**config.mk**
```make
export PLATFORM = sky130hd
export DESIGN_NAME = fir_decim_buffer
export DESIGN_NICKNAME = d
export VERILOG_FILES = /design/src/rtl/fir_decim_buffer.sv
export SDC_FILE = /design/constraint.sdc
export NUM_CORES = 1
export LEC_CHECK = 0
export CAP_MARGIN = 20
export CORE_MARGIN = 3
export CORE_UTILIZATION = 40
export DETAILED_ROUTE_END_ITERATION = 6
export SYNTH_ARGS = -nofsm -noshare
export SYNTH_HDL_FRONTEND = slang
export SYNTH_SLANG_ARGS = --single-unit
```
**constraint.sdc**
```tcl
create_clock -name clk -period 2.7 [get_ports clk]
set_input_delay 0.675 -clock clk [delete_from_list [all_inputs] [get_ports clk]]
set_output_delay 0.675 -clock clk [all_outputs]
set_load 0.05 [all_outputs]
```
**src/rtl/fir_decim_buffer.sv**
```systemverilog
// fir_decim_buffer
//   Decimates the FIR output stream by DECIM. Each group of DECIM samples is
//   summed, rounded to nearest (ties up) and divided by DECIM. Each result is
//   pushed into a small FIFO that feeds a ready/valid consumer. The input
//   side never stalls: if the FIFO is full and nothing pops, the result is
//   dropped and the sticky overflow flag is set.
//
// Parameters
//   DECIM       decimation ratio, power of two, 2..16
//   DEPTH       FIFO depth in entries, power of two, 2..16
//
// Ports
//   clk         clock, rising edge
//   reset       asynchronous, active-high reset
//   in_data     16-bit unsigned filter output sample
//   in_valid    in_data is valid this cycle
//   out_data    sample at the FIFO head, 0 while the FIFO is empty
//   out_valid   FIFO non-empty
//   out_ready   consumer takes out_data on this edge
//   fifo_level  FIFO occupancy, 0..DEPTH
//   overflow    sticky, a decimated result was dropped
//   ovf_clear   clears overflow on the next edge (a simultaneous drop wins)
module fir_decim_buffer #(
    parameter int DECIM = 2,
    parameter int DEPTH = 4
) (
    input  logic        clk,
    input  logic        reset,
    input  logic [15:0] in_data,
    input  logic        in_valid,
    output logic [15:0] out_data,
    output logic        out_valid,
    input  logic        out_ready,
    output logic [4:0]  fifo_level,
    output logic        overflow,
    input  logic        ovf_clear
);

    localparam int LG = $clog2(DECIM);
    localparam int AW = 16 + LG;
    localparam int PW = $clog2(DEPTH);

    localparam logic [LG-1:0] PH_LAST  = LG'(DECIM - 1);
    localparam logic [AW:0]   HALF     = (AW + 1)'(DECIM / 2);
    localparam logic [4:0]    LVL_FULL = 5'(DEPTH);

    logic [LG-1:0] phase;
    logic [AW-1:0] acc;
    logic [15:0]   mem [DEPTH];
    logic [PW-1:0] wr_ptr;
    logic [PW-1:0] rd_ptr;

    logic [AW-1:0] sum_next;
    logic [AW:0]   rounded;
    logic [15:0]   result;
    logic          complete;
    logic          fifo_empty;
    logic          fifo_full;
    logic          pop;
    logic          push_ok;
    logic          drop;

    always_comb begin
        sum_next = '0;
        rounded  = '0;
        result   = '0;

        // Phase 0 starts a fresh block, so the previous sum is not carried in.
        if (phase == '0) begin
            sum_next = {{LG{1'b0}}, in_data};
        end else begin
            sum_next = acc + {{LG{1'b0}}, in_data};
        end

        // One spare bit so that adding the rounding constant cannot wrap.
        rounded = {1'b0, sum_next} + HALF;
        result  = 16'(rounded >> LG);
    end

    assign complete   = in_valid && (phase == PH_LAST);
    assign fifo_empty = (fifo_level == 5'd0);
    assign fifo_full  = (fifo_level == LVL_FULL);
    assign pop        = out_ready && !fifo_empty;
    // A pop on the same edge frees the head slot, so a full FIFO still accepts.
    assign push_ok    = complete && (!fifo_full || pop);
    assign drop       = complete && fifo_full && !pop;

    assign out_valid = !fifo_empty;
    assign out_data  = fifo_empty ? 16'd0 : mem[rd_ptr];

    always_ff @(posedge clk or posedge reset) begin
        if (reset) begin
            phase      <= '0;
            acc        <= '0;
            wr_ptr     <= '0;
            rd_ptr     <= '0;
            fifo_level <= 5'd0;
            overflow   <= 1'b0;
        end else begin
            if (in_valid) begin
                phase <= phase + 1'b1;
                acc   <= sum_next;
            end

            if (push_ok) begin
                wr_ptr <= wr_ptr + 1'b1;
            end
            if (pop) begin
                rd_ptr <= rd_ptr + 1'b1;
            end

            case ({push_ok, pop})
                2'b10:   fifo_level <= fifo_level + 5'd1;
                2'b01:   fifo_level <= fifo_level - 5'd1;
                default: fifo_level <= fifo_level;
            endcase

            if (drop) begin
                overflow <= 1'b1;
            end else if (ovf_clear) begin
                overflow <= 1'b0;
            end
        end
    end

    // Storage is not reset; out_data masks it while the FIFO is empty.
    always_ff @(posedge clk) begin
        if (push_ok) begin
            mem[wr_ptr] <= result;
        end
    end

endmodule

```
==> results.yml <==
place:
  dpl-instance-area_um2: 6440
  numPortBuffers: 43
  place_congestion: 0.850
  dp_hpwl_um: 8340
  preCtsSetupSlack_ns: -1.11
critical_path:
  required_ns: 2.77
  startpoint_type: "primary input"
  critPathArrivalTime_ns: 3.10
  cp_max_fo: 5
  crit_path_end_kind: "register"
  criticalPathCategory: "primary input to register"
sta:
  tightest_slew_ns: 0.548
  finalMaxSlewViolations: 0
  final.period_utilization_pct: 112
  setup_ws_ns: -0.328
  relSlewSlack_pct: 62.4
  max_freq_ghz: 0.330
  finalHoldViolations: 0
  whs_ns: 0.523
  setup_viol: 37
  fin_crit_ns: 3.03
  clock_skew_ns: 0.00482
  grt_setup_unrepaired: "true"
global_routing:
  overflow: 0
  grt_first_pass_wirelength_um: 19400
  grt_max_degree: 35
  grt_pass1_vias: 3840
  antenna_found_initial: 0
  track_usage_pct: 17.1
cells_and_area:
  drive_gt1_share_pct: 40.9
  area_growth_pct: 41.7
  nNetsFinal: 607
  fillCellCount: 998
  num_antenna_cells: 0
  fin_area_um2: 7270
hold_path:
  hp-class: "register to register"
die:
  dieArea_um2: 14200
  io_pins: 44
  die_w_um: 119
  die_h_um: 119
  core_region_area_um2: 12300
  rows: 40
  start_util_pct: 41.8
clock_tree:
  clock_path_buffers: 2
  cts_made_buffers: 9
  cts_tree: "done"
  htreeDepth: 3
  hold_buffers: 0
  cts.sinks: 92
  clkTransAtPathRegs_ns: 0.06
  cts_root_buf: "clkbuf_16"
  clock_latency_ns: 0.34
detailed_routing:
  postRouteAntennaNets: 0
  firstDrtPassIters: 4
  vias: 3789
  drc: 0
  drtIter0Drc: 168
  vias_per_cell: 5.17
  avgRoutedWirePerCell_um: 16.3
  wirelength_um: 11900
synth:
  synthAdderAreaFrac_pct: 6.63
  synth-main-ff-cell: "edfxtp_1"
  syn_area_um2: 5130
  muxShareOfSynthArea_pct: 9.05
  syn_nets: 474
  yosys.cell_count.top_type: "edfxtp_1"
  ys_seq_area_share_pct: 51.1
  ys_types: 59
  synth_top_family_by_area: "simple AND/OR/NAND/NOR gates"
  synth_xor_area_share_pct: 4.27
  synthCells: 427
  synth_simple_gate_area_share_pct: 14.3
  synthArstFlopShare_pct: 30.4
  syn_avg_cell_area_um2: 12.0
  ys_top_cells_by_count: "64 x edfxtp_1, 32 x a21oi_1, 30 x nor2_1"
  synth_edf_count: 64
  synth-compound-area-share_pct: 11.9
  ys_ff_latch: 92
  ys_warn_count: 0
  synthTopCellsByArea: "edfxtp_1 37%, dfrtp_1 14%, mux4_2 7.0%, ha_1 5.9%, xnor2_1 3.2%"
  synth.top_cell.area_share_pct: 37.5
  yosysTopAreaCell: "edfxtp_1"
pwr:
  peakVddDrop_uv: 504
  power.density_nw_per_um2: 1390
  p_leak_nw: 2.81
job:
  drv_cap: 0
run_status:
  status: "finished with violations"
  failed_checks: "setup timing"
[placed cells by master, fill, tap and decap left out, types with 3 or more instances in the layout]
cell	count
a21oi_2	9
clkdlybuf4s50_1	14
xor2_1	4
a21oi_1	23
clkbuf_16	9
nand4_1	3
nor2_1	27
xnor2_1	12
nor3_2	4
edfxtp_1	64
buf_6	4
dfrtp_1	28
mux2i_1	4
nor2_4	3
nand2b_1	8
buf_2	5
xnor2_2	5
nand2_1	22
inv_1	12
ha_4	12
nand3_1	10
buf_4	109
a21o_1	8
buf_12	5
mux4_2	16
o21ai_0	11
ha_1	12
and2_1	21
dlygate4sd2_1	3
o2bb2ai_1	3
nor2b_1	7
a31oi_1	3
[sequential cells by signal, summed over array words and instances (netlist names)]
name        cells
acc            17
fifo_level      5
mem            64
overflow        1
phase           1
rd_ptr          2
wr_ptr          2
[logic make-up (layout without fill, tap and decap cells)]
| kind of cell | count (synthesis) | count (layout) |
|---|---|---|
| DFF | 92 | 92 |
| and+or+nand+nor | 131 | 131 |
| buffers and inverters | 35 | 173 |
| adders and majority gates | 26 | 26 |
| muxes | 26 | 26 |
| AOI/OAI and AO/OA | 92 | 92 |
| xor gates and xnor gates | 25 | 25 |
[power by group]
| part | leakage [nW] | internal, mW | switching [mW] |
|---|---|---|---|
| Combinational | 1.78 | 2.99 | 3.48 |
| Clock | 0.129 | 0.646 | 0.504 |
| Sequential | 0.911 | 2.21 | 0.245 |
[routing by layer]
metal,part of all wire (%),GRT usage (%)
met5,0,0
met4,1.2,6.08
met3,2.8,2.23
met2,48,27.5
met1,48,24.0
[worst max-delay path, stage by stage]
cell	delay [ns]
buf_8	0.10
ha_4	0.15
inv_2	0.05
fa_2	0.21
nor2b_2	0.05
o31a_1	0.31
buf_4	0.17
o31ai_4	0.18
mux2_4	0.33
a21oi_2	0.15
or2b_4	0.31
nor4b_4	0.27
xnor2_2	0.14
[what timing repair did]
item,in CTS,in global routing
setup buffers,13,5
pin swaps,28,15
setup endpoints to repair,57,50
endpoints found under the hold margin,0,0
gates resized for setup,90,25
[metrics by stage]
step / util [%] / TNS, ns / power [mW] / instances
floorplan: - / -7.15 / 6.01 / 427
global placement: 52.5 / -48.89 / 8.03 / 704
detailed placement: 52.5 / -51.91 / 8.12 / 704
CTS: 58.0 / -6.80 / 9.86 / 729
global route: 59.3 / -12.13 / 10.7 / 733
finish: 59.3 / -7.35 / 10.1 / 733
[area by class of cell]
| type | count | area, µm² | share of cell area (%) |
|---|---|---|---|
| inverters | 13 | 48.8 | 0.671 |
| repair buffers | 144 | 1200 | 16.6 |
| clock inverters | 4 | 25.0 | 0.344 |
| flip-flops and latches | 92 | 2620 | 36.1 |
| multi-input cells | 300 | 2920 | 40.1 |
| clock buffers | 12 | 246 | 3.39 |
| well taps | 168 | 210 | 2.89 |
[worst paths after layout]
kind	from	endpoint	slack, ns	cells after the start
setup reg to reg	acc[0]$_DFFE_PP0P_	mem[0][15]$_DFFE_PP_	-0.32	12
min in group asynchronous	reset	acc[1]$_DFFE_PP0P_	0.71	3
hold reg to reg	fifo_level[4]$_DFFE_PP0P_	fifo_level[4]$_DFFE_PP0P_	0.52	1
max in group asynchronous	reset	acc[9]$_DFFE_PP0P_	1.67	3
setup / recovery	in_data[0]	mem[0][15]$_DFFE_PP_	-0.33	13
hold / removal	fifo_level[4]$_DFFE_PP0P_	fifo_level[4]$_DFFE_PP0P_	0.52	1
Note: power is estimated with default switching activity, not from simulation.
==> variant (config.mk and constraints unchanged) <==
`DECIM`: 2 -> 4. Comments in the files are not updated.
--- a/src/rtl/fir_decim_buffer.sv
+++ b/src/rtl/fir_decim_buffer.sv
@@ -21,7 +21,7 @@
 //   overflow    sticky, a decimated result was dropped
 //   ovf_clear   clears overflow on the next edge (a simultaneous drop wins)
 module fir_decim_buffer #(
-    parameter int DECIM = 2,
+    parameter int DECIM = 4,
     parameter int DEPTH = 4
 ) (
     input  logic        clk,
Check against the original RTL: not equivalent (Yosys sat finds a counterexample within 4 cycles, from zero or initial values and one cycle with reset high).
==> variant against the original RTL <==
Sequential cell count grew 2. Wire length shrank 5.2%. Synthesized area shrank 0.12%. Global-route usage shrank 0.76 points. Critical path depth is the same. Synthesized cell count shrank 4.4%. Setup slack lost 0.066 ns. Sequential share of layout area grew 0.72 points. First-iteration DRC count grew 7.1%. Design area is essentially flat. Highest routed layer unchanged. The run still ends with negative setup slack left.
Power is not shown: default switching activity piles up to over one toggle a cycle in this logic, so the estimate is an artifact.
==> variant: results <==
{
  "dpl.hpwl_um": 8000,
  "max-slew-margin-rel_pct": 66.3,
  "seq_area_frac_synth_pct": 52.1,
  "grt_pass1_vias": 3678,
  "critPathMaxStageDelay_ns": 0.37,
  "grt_pass1_wl_um": 18400,
  "multi_input_area_um2": 2800,
  "status": "finished, violations left",
  "dp_cells": 693,
  "skew_ns": 0.00480,
  "io_buffers": 43,
  "worstHoldStart": "acc[13]",
  "via_per_inst": 5.07,
  "min_to": "acc[13]",
  "synth_top_cells_by_count": "edfxtp_1, a21oi_1, dfrtp_1, ha_1, nor2_1",
  "drive_gt1_share_pct": 41.9,
  "hold_depth": 2,
  "critPathMaxFanout": 4,
  "fillers": 967,
  "ys_types": 56,
  "worstSetupEndpoint": "mem[2][11]",
  "worstPathArrival_ns": 3.17,
  "drt_iter0_drc": 180,
  "setup_slack_ns": -0.394,
  "dp_slack_ns": -1.23,
  "avgSynthCellArea_um2": 12.6,
  "reg_top3": "mem x64, acc x18, fifo_level x5",
  "cts_buffer_depth": 2,
  "grt_usage_pct": 16.4,
  "synth-async-reset-ratio_pct": 31.9,
  "report.final.setup_viol": 45,
  "hold_slack_ns": 0.533,
  "final-instance-count-excl-fill": 719,
  "violations": "negative setup slack",
  "drt-total-wl_um": 11300,
  "tns_ns": -11.30,
  "yosys-top-cells-area": "edfxtp_1, dfrtp_1, mux4_2, ha_1, xnor2_1"
}
-- variant: cell count changes in the layout (fill, tap and decap cells not counted), sizes merged, moves of 4 or more --
cell	unedited run	this run
a21o	8	12
and3	2	6
buf	124	120
clkdlybuf4s50	14	18
inv	13	17
nand2b	10	5
nor2	30	23
nor2b	8	4
o21ai	16	12
xor2	6	13
-- variant: final cells by class --
type                    instances  share of cell area (%)
multi-input cells             281                    38.5
flip-flops and latches         94                    36.8
repair buffers                143                    17.1
clock buffers                  11                    3.20
well taps                     168                    2.89
inverters                      17                   0.877
clock inverters                 5                   0.688
-- variant: logic make-up (layout without fill, tap and decap cells) --
group / count (synthesis) / count (layout) / share of synthesized area, %
adder cells (fa/ha/maj): 29 / 29 / 7.37
AO/OA/AOI/OAI: 81 / 81 / 10.4
AND/OR/NAND/NOR: 111 / 111 / 12.1
flip-flops: 94 / 94 / 52.1
buffers and inverters: 33 / 176 / 3.00
multiplexers: 29 / 29 / 9.69
XOR/XNOR: 31 / 31 / 5.30
-- variant: timing repair --
item,4_1_cts,5_1_grt
buffers inserted,13,10
cloned,0,0
endpoints found under the setup margin,71,64
resized for setup,78,35
pin swaps,37,15
-- variant: metal layers --
| metal | routed length (um) | global-route usage (%) | share of wire [%] |
|---|---|---|---|
| met1 | 5270 | 22.4 | 47 |
| met2 | 5570 | 26.5 | 49 |
| met3 | 274 | 2.14 | 2.4 |
| met4 | 193 | 6.52 | 1.7 |
| met5 | 0 | 0 | 0 |
-- variant: worst reg2reg max path, stage by stage (launching register included) --
cell and delay (ns):
dfrtp_1 0.41, ha_4 0.18, fa_2 0.35, a21o_1 0.23, a2111oi_4 0.37, nor3_2 0.09
or2_4 0.27, a211oi_4 0.22, buf_4 0.17, nand4b_4 0.13, buf_4 0.18, nor2_4 0.12
xnor2_2 0.11
